==> src/rtl/shift_piso_tx.sv <==
// Parallel-in serial-out transmitter: accepts a WIDTH-bit word, then shifts it out one bit per clk.
// Latency: first bit on s_out the cycle after accept; WIDTH+2 cycles per word (WIDTH+3 with parity).
// Backpressure: d_ready is high only in IDLE, so a word offered mid-frame waits until the frame ends.
// Optional feature macro: SHIFT_PISO_PARITY_EN appends an even-parity bit after the data bits.
module shift_piso_tx #(
  parameter int WIDTH = 8
) (
  input  logic             clk,
  input  logic             reset,
  input  logic [WIDTH-1:0] d_in,
  input  logic             d_valid,
  output logic             d_ready,
  input  logic             lr,
  output logic             s_out,
  output logic             s_valid,
  output logic             busy,
  output logic             done
);

  localparam int CW = $clog2(WIDTH + 1);

`ifdef SHIFT_PISO_PARITY_EN
  typedef enum logic [1:0] {
    ST_IDLE   = 2'd0,
    ST_SHIFT  = 2'd1,
    ST_PARITY = 2'd2,
    ST_DONE   = 2'd3
  } state_t;
`else
  typedef enum logic [1:0] {
    ST_IDLE   = 2'd0,
    ST_SHIFT  = 2'd1,
    ST_DONE   = 2'd3
  } state_t;
`endif

  state_t           state_q, state_d;
  logic [WIDTH-1:0] sreg_q, sreg_d;
  logic [CW-1:0]    cnt_q, cnt_d;
  logic             lr_q, lr_d;
  logic             s_out_q, s_out_d;
  logic             s_valid_q, s_valid_d;
  logic             busy_q, busy_d;
  logic             done_q, done_d;
  logic [WIDTH-1:0] shifted;
`ifdef SHIFT_PISO_PARITY_EN
  logic             parity_q, parity_d;
`endif

  assign d_ready = (state_q == ST_IDLE);
  assign s_out   = s_out_q;
  assign s_valid = s_valid_q;
  assign busy    = busy_q;
  assign done    = done_q;

  // Next-state and next-output logic; outputs are registered so each bit is set up one edge ahead.
  always_comb begin
    state_d   = state_q;
    sreg_d    = sreg_q;
    cnt_d     = cnt_q;
    lr_d      = lr_q;
    s_out_d   = 1'b0;
    s_valid_d = 1'b0;
    busy_d    = 1'b0;
    done_d    = 1'b0;
    shifted   = lr_q ? {1'b0, sreg_q[WIDTH-1:1]} : {sreg_q[WIDTH-2:0], 1'b0};
`ifdef SHIFT_PISO_PARITY_EN
    parity_d  = parity_q;
`endif
    case (state_q)
      ST_IDLE: begin
        if (d_valid) begin
          sreg_d    = d_in;
          lr_d      = lr;
          cnt_d     = '0;
          s_out_d   = lr ? d_in[0] : d_in[WIDTH-1];
          s_valid_d = 1'b1;
          busy_d    = 1'b1;
          state_d   = ST_SHIFT;
`ifdef SHIFT_PISO_PARITY_EN
          parity_d  = ^d_in;
`endif
        end
      end
      ST_SHIFT: begin
        sreg_d = shifted;
        cnt_d  = cnt_q + CW'(1);
        if (cnt_q == CW'(WIDTH - 1)) begin
`ifdef SHIFT_PISO_PARITY_EN
          s_out_d   = parity_q;
          s_valid_d = 1'b1;
          busy_d    = 1'b1;
          state_d   = ST_PARITY;
`else
          done_d    = 1'b1;
          state_d   = ST_DONE;
`endif
        end else begin
          s_out_d   = lr_q ? shifted[0] : shifted[WIDTH-1];
          s_valid_d = 1'b1;
          busy_d    = 1'b1;
        end
      end
`ifdef SHIFT_PISO_PARITY_EN
      ST_PARITY: begin
        done_d  = 1'b1;
        state_d = ST_DONE;
      end
`endif
      ST_DONE: begin
        state_d = ST_IDLE;
      end
      default: begin
        state_d = ST_IDLE;
      end
    endcase
  end

  // State register with synchronous reset; reset mid-frame drops the frame without a done pulse.
  always_ff @(posedge clk) begin
    if (reset) begin
      state_q   <= ST_IDLE;
      sreg_q    <= '0;
      cnt_q     <= '0;
      lr_q      <= 1'b0;
      s_out_q   <= 1'b0;
      s_valid_q <= 1'b0;
      busy_q    <= 1'b0;
      done_q    <= 1'b0;
`ifdef SHIFT_PISO_PARITY_EN
      parity_q  <= 1'b0;
`endif
    end else begin
      state_q   <= state_d;
      sreg_q    <= sreg_d;
      cnt_q     <= cnt_d;
      lr_q      <= lr_d;
      s_out_q   <= s_out_d;
      s_valid_q <= s_valid_d;
      busy_q    <= busy_d;
      done_q    <= done_d;
`ifdef SHIFT_PISO_PARITY_EN
      parity_q  <= parity_d;
`endif
    end
  end

endmodule

==> config.mk <==
export PLATFORM = sky130hd
export DESIGN_NAME = shift_piso_tx
export DESIGN_NICKNAME = d
export VERILOG_FILES = /design/src/rtl/shift_piso_tx.sv
export SDC_FILE = /design/constraint.sdc
export NUM_CORES = 1
export LEC_CHECK = 0
export CORE_MARGIN = 2
export CORE_UTILIZATION = 52
export CTS_BUF_LIST = sky130_fd_sc_hd__clkbuf_8
export CTS_CLUSTER_SIZE = 10
export DETAILED_ROUTE_END_ITERATION = 8
export PLACE_DENSITY = 0.82
export SLEW_MARGIN = 0
export SYNTH_ARGS = -nofsm -noshare
export SYNTH_HDL_FRONTEND = slang
export SYNTH_SLANG_ARGS = --single-unit
==> constraint.sdc <==
create_clock -name clk -period 1.5 [get_ports clk]
set_input_delay 0.3 -clock clk [delete_from_list [all_inputs] [get_ports clk]]
set_output_delay 0.3 -clock clk [all_outputs]
set_load 0.005 [all_outputs]
# Yosys cells after proc, flatten, opt, wreduce, memory -nomap -nowiden
# Cells that the tools add are included.
# op_classes
n_reduce_logical	6
n_bitwise	1
mux	17
eq_ne	4
n_addsub	1
# op_table
operator	n
two-way mux 8 bit	2
one-hot mux 8 bit (2 select lines)	1
one-hot mux 4 bit (2 select lines)	1
two-way mux 1 bit	7
AND reduction 2 bit	3
adder 4 x 1 -> 4 bit, second input constant	1
== test 4 x 3 -> 1 bit, second input constant	1
two-way mux 2 bit	2
two-way mux 4 bit	1
inequality test 2 bit, second input constant	2
one-hot mux 1 bit (2 select lines)	2
one-hot mux 2 bit (2 select lines)	1
== test 2 x 1 -> 1 bit, second input constant	1
zero test 2 bit	1
nonzero test 2 bit	1
OR reduction 2 bit	1
inverter 1 bit	1
# totals
inputBits	12
word_cells	36
ff_bits	18
output_inout_bits	5

# Depth between registers and ports, before layout
# Gate-level depths: netlist of run 1.
# depth
ltp_word	4
ltp_mapped	5
ltp_nobuf	4

# Worst setup path before layout of run 1
# Ideal clock, no wire load.
# synth_path
kind	register -> register
start	reg lr_q
end	reg sreg_q[2]
required_ps	1367
path_buffers	1
setup_ps	133
synth_period_minus_slack_ps	1232
t_arrival_ps	1099
setup_slack_ps	268
path_stages_with_launch	5
path_cell_list	dfxtp_1 -> buf_2 -> mux2_1 -> a221oi_1 -> nor3_1
# synth_via
elab_chain_cells	2
# synth_rtl
item	line	source
start: declaration	40	logic lr_q, lr_d;
start signal: assignment	137	lr_q <= lr_d;
two-way mux 8 bit	66	shifted = lr_q ? {1'b0, sreg_q[WIDTH-1:1]} : {sreg_q[WIDTH-2:0], 1'b0};
one-hot mux 8 bit (2 select lines)	70	case (state_q)
end signal: assignment	135	sreg_q <= sreg_d;
end: declaration	38	logic [WIDTH-1:0] sreg_q, sreg_d;
# Every way passes these cells.
# A chain may end at the register's enable or synchronous reset.

# Final worst setup path of run 1
# layout_path
start	reg lr_q
end	reg sreg_q[1]
# Same word-level chain as after synthesis.

==> impl_metrics.env, run 1 <==
export IMPL_port_buffer_count=16
export IMPL_reg2reg_depth=3
export IMPL_comb_power_share_pct=17.2
export IMPL_share_seq_of_total_power_pct=51.5
export IMPL_total_power_w=0.00104
export IMPL_multiInputGateArea_um2=462
export IMPL_slew_violations=0
export IMPL_start_util_pct=56.5
export IMPL_tritoncts_num_sinks=18
export IMPL_route_final_wire_length_um=1910
export IMPL_antenna_found_initial=0
export IMPL_ant_nets=0
export IMPL_timing_clock_skew_ps=4.22
export IMPL_cellLeakagePower_nw=0.441
export IMPL_sequential_cell_area_in_the_final_layout_um2=365
export IMPL_postPlaceCellArea_um2=1070
export IMPL_worstMarginPinSlew_ps=561
export IMPL_yosysSeqAreaShare_pct=41.4
export IMPL_fillCellCount=117
export IMPL_synthArstFlopShare_pct=0
export IMPL_postSynthAreaPerCell_um2=9.47
export IMPL_arrival_ps=1550
export IMPL_post_drt_via_cell_ratio=5.95
export IMPL_total_setup_buffers_inserted_after_cts=0
export IMPL_finalHoldViolCount=0
export IMPL_place_gp_congestion=0.824
export IMPL_critPathRequiredTime_ps=1630
export IMPL_holdWs_ps=480
export IMPL_syn_nets=105
export IMPL_layout_nets=127
export IMPL_flow_area_growth_from_synthesis_pct=28.0
export IMPL_number_of_global_route_vias_before_repair=738
export IMPL_vias=761
export IMPL_wl_per_cell_um=14.9
export IMPL_synth_top_cell_area_share_pct=41.4
export IMPL_floorplan_rows=14
export IMPL_synth_top_cells_by_count="18 x sky130_fd_sc_hd__dfxtp_1, 11 x sky130_fd_sc_hd__nor2_1, 6 x sky130_fd_sc_hd__a221oi_1, 6 x sky130_fd_sc_hd__mux2_1, 6 x sky130_fd_sc_hd__nor3_1"
export IMPL_yosys_register_bits=18
export IMPL_drt_pre_antenna_iters=4
export IMPL_yosysWarningCount=0
export IMPL_synth_area_leaders="sky130_fd_sc_hd__dfxtp_1 41%, sky130_fd_sc_hd__mux2_1 7.8%, sky130_fd_sc_hd__a221oi_1 6.0%"
export IMPL_startpoint="lr_q"
export IMPL_final_total_negative_setup_slack_ps=0
export IMPL_synth_cell_type_count=32
export IMPL_layout_min_cycle_time_ps=1420
export IMPL_core_area_um2=1540
export IMPL_cts_root_buffer_cell="sky130_fd_sc_hd__clkbuf_8"
export IMPL_ir_worst_vdd_mv=0.700
export IMPL_overflow=0
export IMPL_fmaxAchievable_ghz=0.702
export IMPL_clock_tree_htree_level_count=1
export IMPL_die_height_um=44.9
export IMPL_yosysMostFrequentCell="sky130_fd_sc_hd__dfxtp_1"
export IMPL_synthesis_area_um2=871
export IMPL_grt_start_max_net_pins=11
export IMPL_grt_pass1_wl_um=3220
export IMPL_internal_power_w=0.000790
export IMPL_maxSlewHeadroom_pct=62.5
export IMPL_critical_path_reg2reg_endpoint="sreg_q[1]"
export IMPL_endpoint="sreg_q[1]"
export IMPL_synth_main_ff_cell="sky130_fd_sc_hd__dfxtp_1"
export IMPL_io_pins=17
export IMPL_p_switching_w=0.000250
export IMPL_utilization_pct=72.3
export IMPL_layout_cell_area_non_filler_um2=1110
export IMPL_max_clock_path_buffers=2
export IMPL_r2r_setup_slack_ps=80
export IMPL_remaining_drc_errors=0
export IMPL_period_share_pct=95.0
export IMPL_cellPowerDensity_nw_per_um2=933
export IMPL_min_delay_path_class="reg -> reg"
export IMPL_worst_skew_pair_late_latency_ps=250
export IMPL_post_route_cells_drive_above_1_share_pct=17.0
export IMPL_power_share_switching_pct=24.0
export IMPL_synthDominantAreaCellType="sky130_fd_sc_hd__dfxtp_1"
export IMPL_number_of_buffers_created_by_cts=3
export IMPL_cts_clk_slew_worst_paths_ps=70
export IMPL_crit_path_start_kind="flop"
export IMPL_number_of_drc_violations_after_detailed_routing_iteration_0=10
export IMPL_worst_r2r_startpoint="lr_q"
export IMPL_maxCapViolations=0
export IMPL_die_width_um=44.9
export IMPL_outcome="finished, final reports clean"
export IMPL_critical_path_max_fanout=9
export IMPL_p_clk_share_pct=31.4
export IMPL_setup_viol=0
export IMPL_design_die_area_um2=2020
export IMPL_number_of_synthesized_flops_with_an_enable_pin=0
export IMPL_timing_worst_setup_path_type="reg -> reg"
export IMPL_end_kind="flop"
export IMPL_rsz0062_at_grt="false"
export IMPL_insertedDiodeCount=0
export IMPL_grt_usage_pct=21.7
export IMPL_synth_cells=92
export IMPL_cts_tree="done"
export IMPL_dp_hpwl_um=1340
[what timing repair did]
| item | CTS | global route |
|---|---|---|
| setup endpoints to repair | 1 | 0 |
| resized for setup | 4 | 0 |
| hold buffers | 0 | 0 |
[sequential cells by signal, indices dropped and copies added, names as in the netlist]
register and flops:
sreg_q 8, lr_q 1, done 1, busy 1
cnt_q 4, s_out 1, state_q 2
[routing by layer]
layer / GRT usage, % / vias to the layer above / routed length (um)
met4: 8.82 / 0 / 10
met1: 28.7 / 372 / 938
met2: 35.1 / 14 / 896
li1: - / 373 / -
met3: 3.60 / 2 / 63
met5: 0 / - / 0
[layout make-up]
type | count | share of cell area, %
Clock buffer | 3 | 3.70
Timing Repair Buffer | 24 | 19.6
Inverter | 2 | 0.673
Sequential cell | 18 | 32.8
Tap cell | 16 | 1.80
Multi-Input combinational cell | 65 | 41.4
[layout by cell type (no fill, tap or decap), types with 2 or more instances in the layout]
cell,Yosys,routed
sky130_fd_sc_hd__dfxtp_1,18,16
sky130_fd_sc_hd__clkdlybuf4s50_1,0,15
sky130_fd_sc_hd__nor2_1,11,11
sky130_fd_sc_hd__buf_4,1,8
sky130_fd_sc_hd__mux2_1,6,6
sky130_fd_sc_hd__a221oi_1,6,6
sky130_fd_sc_hd__nor3_1,6,6
sky130_fd_sc_hd__nor2b_1,4,4
sky130_fd_sc_hd__a21oi_1,4,4
sky130_fd_sc_hd__nand2b_1,3,3
sky130_fd_sc_hd__nor3b_1,3,3
sky130_fd_sc_hd__clkbuf_8,0,3
sky130_fd_sc_hd__o21ai_0,2,2
sky130_fd_sc_hd__a2bb2oi_1,2,2
sky130_fd_sc_hd__a211oi_2,2,2
sky130_fd_sc_hd__mux2i_1,2,2
sky130_fd_sc_hd__nand2_1,2,2
[worst max-delay path, cell delays in order (launching register included)]
cell	delay (ps)
sky130_fd_sc_hd__dfxtp_1	520
sky130_fd_sc_hd__mux2_1	370
sky130_fd_sc_hd__a221oi_1	320
sky130_fd_sc_hd__nor3_1	90
[kinds of logic (layout without fill, tap and decap cells)]
kind of cell / after synthesis / after routing / synth area share [%]
simple gates: 34 / 34 / 21.4
flops: 18 / 18 / 41.4
fa+ha+maj: 1 / 1 / 1.44
mux: 9 / 9 / 11.4
buf+inv: 9 / 29 / 5.60
compound gates: 21 / 21 / 18.8
[worst min path at each step]
stage | cells after the start | startpoint | endpoint | slack, ps
3_5_place_dp | 2 | sreg_q[7] | sreg_q[7] | 460
2_1_floorplan | 1 | reset | sreg_q[1] | 380
4_1_cts | 2 | sreg_q[7] | sreg_q[7] | 480
5_1_grt | 2 | sreg_q[7] | sreg_q[7] | 510
6_report | 2 | sreg_q[7] | sreg_q[7] | 480
3_3_place_gp | 2 | sreg_q[7] | sreg_q[7] | 460
[stage by stage]
stage,cells,worst slack [ps]
floorplan,92,268
global placement,125,-5.79
detailed placement,125,-44.0
CTS,128,78.8
global route,128,6.55
finish,128,75.4
[power groups by stage]
| stage | Combinational (W) | Clock, W | Sequential (W) |
|---|---|---|---|
| 6_report | 0.000179 | 0.000326 | 0.000535 |
| 5_1_grt | 0.000196 | 0.000353 | 0.000539 |
| 4_1_cts | 0.000179 | 0.000334 | 0.000535 |
| 3_5_place_dp | 0.000176 | 0 | 0.000545 |
| 3_3_place_gp | 0.000173 | 0 | 0.000544 |
| 2_1_floorplan | 0.000108 | 0 | 0.000533 |
Power figures use the tool's default switching activity.
==> inputs of run 2 (changes only) <==
CORE_UTILIZATION = 55   (was 52)
DONT_BUFFER_PORTS = 1   (was not set)
PLACE_DENSITY = 0.72   (was 0.82)
==> run 2 against run 1 <==
  * Sequential cell count unchanged
  * Clock power up 19%
  * Critical path depth unchanged
  * First-iteration DRC count up 10%
  * Non-clock buffer count down 22
  * Total power down 0.27%
  * Global-route usage down 3.0 points
  * Routed wire length down 17%
  * Largest power group unchanged
==> impl_metrics.env, run 2 (synthesis results as in run 1) <==
export IMPL_max_clock_path_buffers=2
export IMPL_min_delay_path_class="in -> reg"
export IMPL_post_cts_resized=0
export IMPL_fmaxAchievable_ghz=0.735
export IMPL_power_share_switching_pct=22.8
export IMPL_number_of_drc_violations_after_detailed_routing_iteration_0=11
export IMPL_largest_register="sreg_q"
export IMPL_outcome="finished, final reports clean"
export IMPL_vias=641
export IMPL_final_total_negative_setup_slack_ps=0
export IMPL_number_of_buffers_created_by_cts=3
export IMPL_utilization_pct=61.9
export IMPL_post_place_ws_ps=122
export IMPL_crit_chain="mux2_1 > a221oi_1 > nor3_1"
export IMPL_cp_buffers_inverters=0
export IMPL_p_switching_w=0.000237
export IMPL_final_common_cell="sky130_fd_sc_hd__dfxtp_1"
export IMPL_die_width_um=43.8
export IMPL_share_seq_of_total_power_pct=51.5
export IMPL_post_drt_via_cell_ratio=5.99
export IMPL_port_buffer_count=0
export IMPL_critical_path_max_fanout=9
export IMPL_grt_start_max_net_pins=16
export IMPL_maxCapViolations=0
export IMPL_flow_area_growth_from_synthesis_pct=5.89
export IMPL_overflow=0
export IMPL_largest_register_ff_count=8
export IMPL_postPlaceCellArea_um2=865
export IMPL_design_die_area_um2=1920
export IMPL_internal_power_w=0.000801
export IMPL_layout_setup_ws_ps=140
export IMPL_cts_tree="done"
export IMPL_layout_min_cycle_time_ps=1360
export IMPL_crit_path_start_kind="flop"
export IMPL_worst_skew_pair_late_latency_ps=250
export IMPL_grt_pass1_wl_um=2640
export IMPL_cts_root_buffer_cell="sky130_fd_sc_hd__clkbuf_8"
export IMPL_comb_power_share_pct=11.0
export IMPL_ctsHoldBuffers=0
export IMPL_fillCellCount=124
export IMPL_layout_cells_most_common_list="18 x sky130_fd_sc_hd__dfxtp_1, 11 x sky130_fd_sc_hd__nor2_1, 6 x sky130_fd_sc_hd__mux2_1, 6 x sky130_fd_sc_hd__a221oi_1, 6 x sky130_fd_sc_hd__nor3_1"
export IMPL_post_route_cells_drive_above_1_share_pct=14.3
export IMPL_cellPowerDensity_nw_per_um2=1130
export IMPL_io_pins=17
export IMPL_cellLeakagePower_nw=0.357
export IMPL_layout_top_registers="sreg_q: 8 flops, cnt_q: 4 flops, state_q: 2 flops"
export IMPL_timing_clock_skew_ps=1.06
export IMPL_antenna_found_initial=0
export IMPL_dp_hpwl_um=1130
export IMPL_worstMarginPinSlew_ps=505
export IMPL_grt_usage_pct=18.8
export IMPL_finalHoldViolCount=0
export IMPL_remaining_drc_errors=0
export IMPL_critPathRequiredTime_ps=1640
export IMPL_slew_violations=0
export IMPL_floorplan_rows=14
export IMPL_ant_nets=0
export IMPL_rsz0062_at_grt="false"
export IMPL_start_util_pct=58.5
export IMPL_cts_clk_slew_worst_paths_ps=70
export IMPL_end_kind="flop"
export IMPL_total_setup_buffers_inserted_after_cts=0
export IMPL_arrival_ps=1500
export IMPL_layout_cell_area_non_filler_um2=922
export IMPL_drt_pre_antenna_iters=4
export IMPL_core_area_um2=1490
export IMPL_ir_worst_vdd_mv=0.916
export IMPL_maxSlewHeadroom_pct=66.0
export IMPL_die_height_um=43.8
export IMPL_clock_tree_htree_level_count=1
export IMPL_critical_path_top_delay_family="flip-flops"
export IMPL_critical_path_slowest_cell="sky130_fd_sc_hd__dfxtp_1"
export IMPL_total_power_w=0.00104
export IMPL_p_clk_share_pct=37.5
export IMPL_wl_per_cell_um=14.8
export IMPL_number_of_global_route_vias_before_repair=581
export IMPL_period_share_pct=90.7
export IMPL_setup_viol=0
export IMPL_timing_worst_setup_path_type="reg -> reg"
export IMPL_critical_path_max_stage_delay_ps=520
export IMPL_route_final_wire_length_um=1580
export IMPL_layout_nets=105
export IMPL_insertedDiodeCount=0
export IMPL_place_gp_congestion=0.773
export IMPL_tritoncts_num_sinks=18
run 2: cell types whose count changed in the layout (fill, tap and decap cells not counted):
cell,delta
sky130_fd_sc_hd__clkdlybuf4s50_1,-15
sky130_fd_sc_hd__buf_4,-6
sky130_fd_sc_hd__dfxtp_1,+2
sky130_fd_sc_hd__clkbuf_8,+1
sky130_fd_sc_hd__dfxtp_2,-1
sky130_fd_sc_hd__dfxtp_4,-1
sky130_fd_sc_hd__dlygate4sd2_1,-1
sky130_fd_sc_hd__nor2b_1,-1
sky130_fd_sc_hd__nor2b_2,+1
run 2: per-layer routing:
layer  up-vias  wire length (um)  track usage (%)
li1        335                 -                -
met1       286               787             26.5
met2        18               686             26.5
met3         2                91             5.83
met4         0                17             7.27
met5         -                 0                0
run 2: power by group through the flow:
| stage | clock network [W] | logic [W] | registers, W |
|---|---|---|---|
| finish | 0.000389 | 0.000114 | 0.000534 |
| global route | 0.000422 | 0.000128 | 0.000538 |
| CTS | 0.000401 | 0.000114 | 0.000534 |
| detailed placement | 0 | 0.000113 | 0.000545 |
| global placement | 0 | 0.000111 | 0.000544 |
| floorplan | 0 | 0.000108 | 0.000533 |
run 2: metrics by stage:
step	cells	hold slack, ps
detailed placement	103	370
finish	107	107
CTS	107	103
floorplan	92	379
global placement	103	367
global route	107	96.9
run 2: path summary, 6_finish.rpt:
check                               start         to  slack (ps)  depth (start not counted)
worst max-delay path                 lr_q  sreg_q[1]         140                          3
worst min-delay path                reset   cnt_q[3]         110                          1
worst max register to register       lr_q  sreg_q[1]         140                          3
worst min register to register  sreg_q[0]  sreg_q[0]         470                          2
run 2: final cells by class:
cell class | instances | area (um2) | area share, %
Clock buffer | 4 | 55.1 | 5.97
Inverter | 2 | 7.51 | 0.814
Multi-Input combinational cell | 65 | 464 | 50.3
Sequential cell | 18 | 360 | 39.1
Tap cell | 16 | 20.0 | 2.17
Timing Repair Buffer | 2 | 15.0 | 1.63
run 2: worst register-to-register path: cells and delay by family (launching register included):
family             cells  cell delay (ps)
AOI/OAI and AO/OA      1              280
DFF                    1              520
muxes                  1              370
and+or+nand+nor        1               80
==> inputs of run 3 (changes only) <==
clock period = 1.51 ns   (was 1.5 ns; I/O delays follow)
==> results of run 3 <==
The final DEF is identical to that of run 2. Status: finished, final reports clean.
Main changes from that run: setup slack after placement 122 ps -> 132 ps; setup slack after layout 140 ps -> 150 ps; hold slack 107 ps -> 109 ps; register-to-register setup slack 140 ps -> 150 ps; total power 0.00104 W -> 0.00103 W; worst IR drop on VDD 0.916 mV -> 0.910 mV
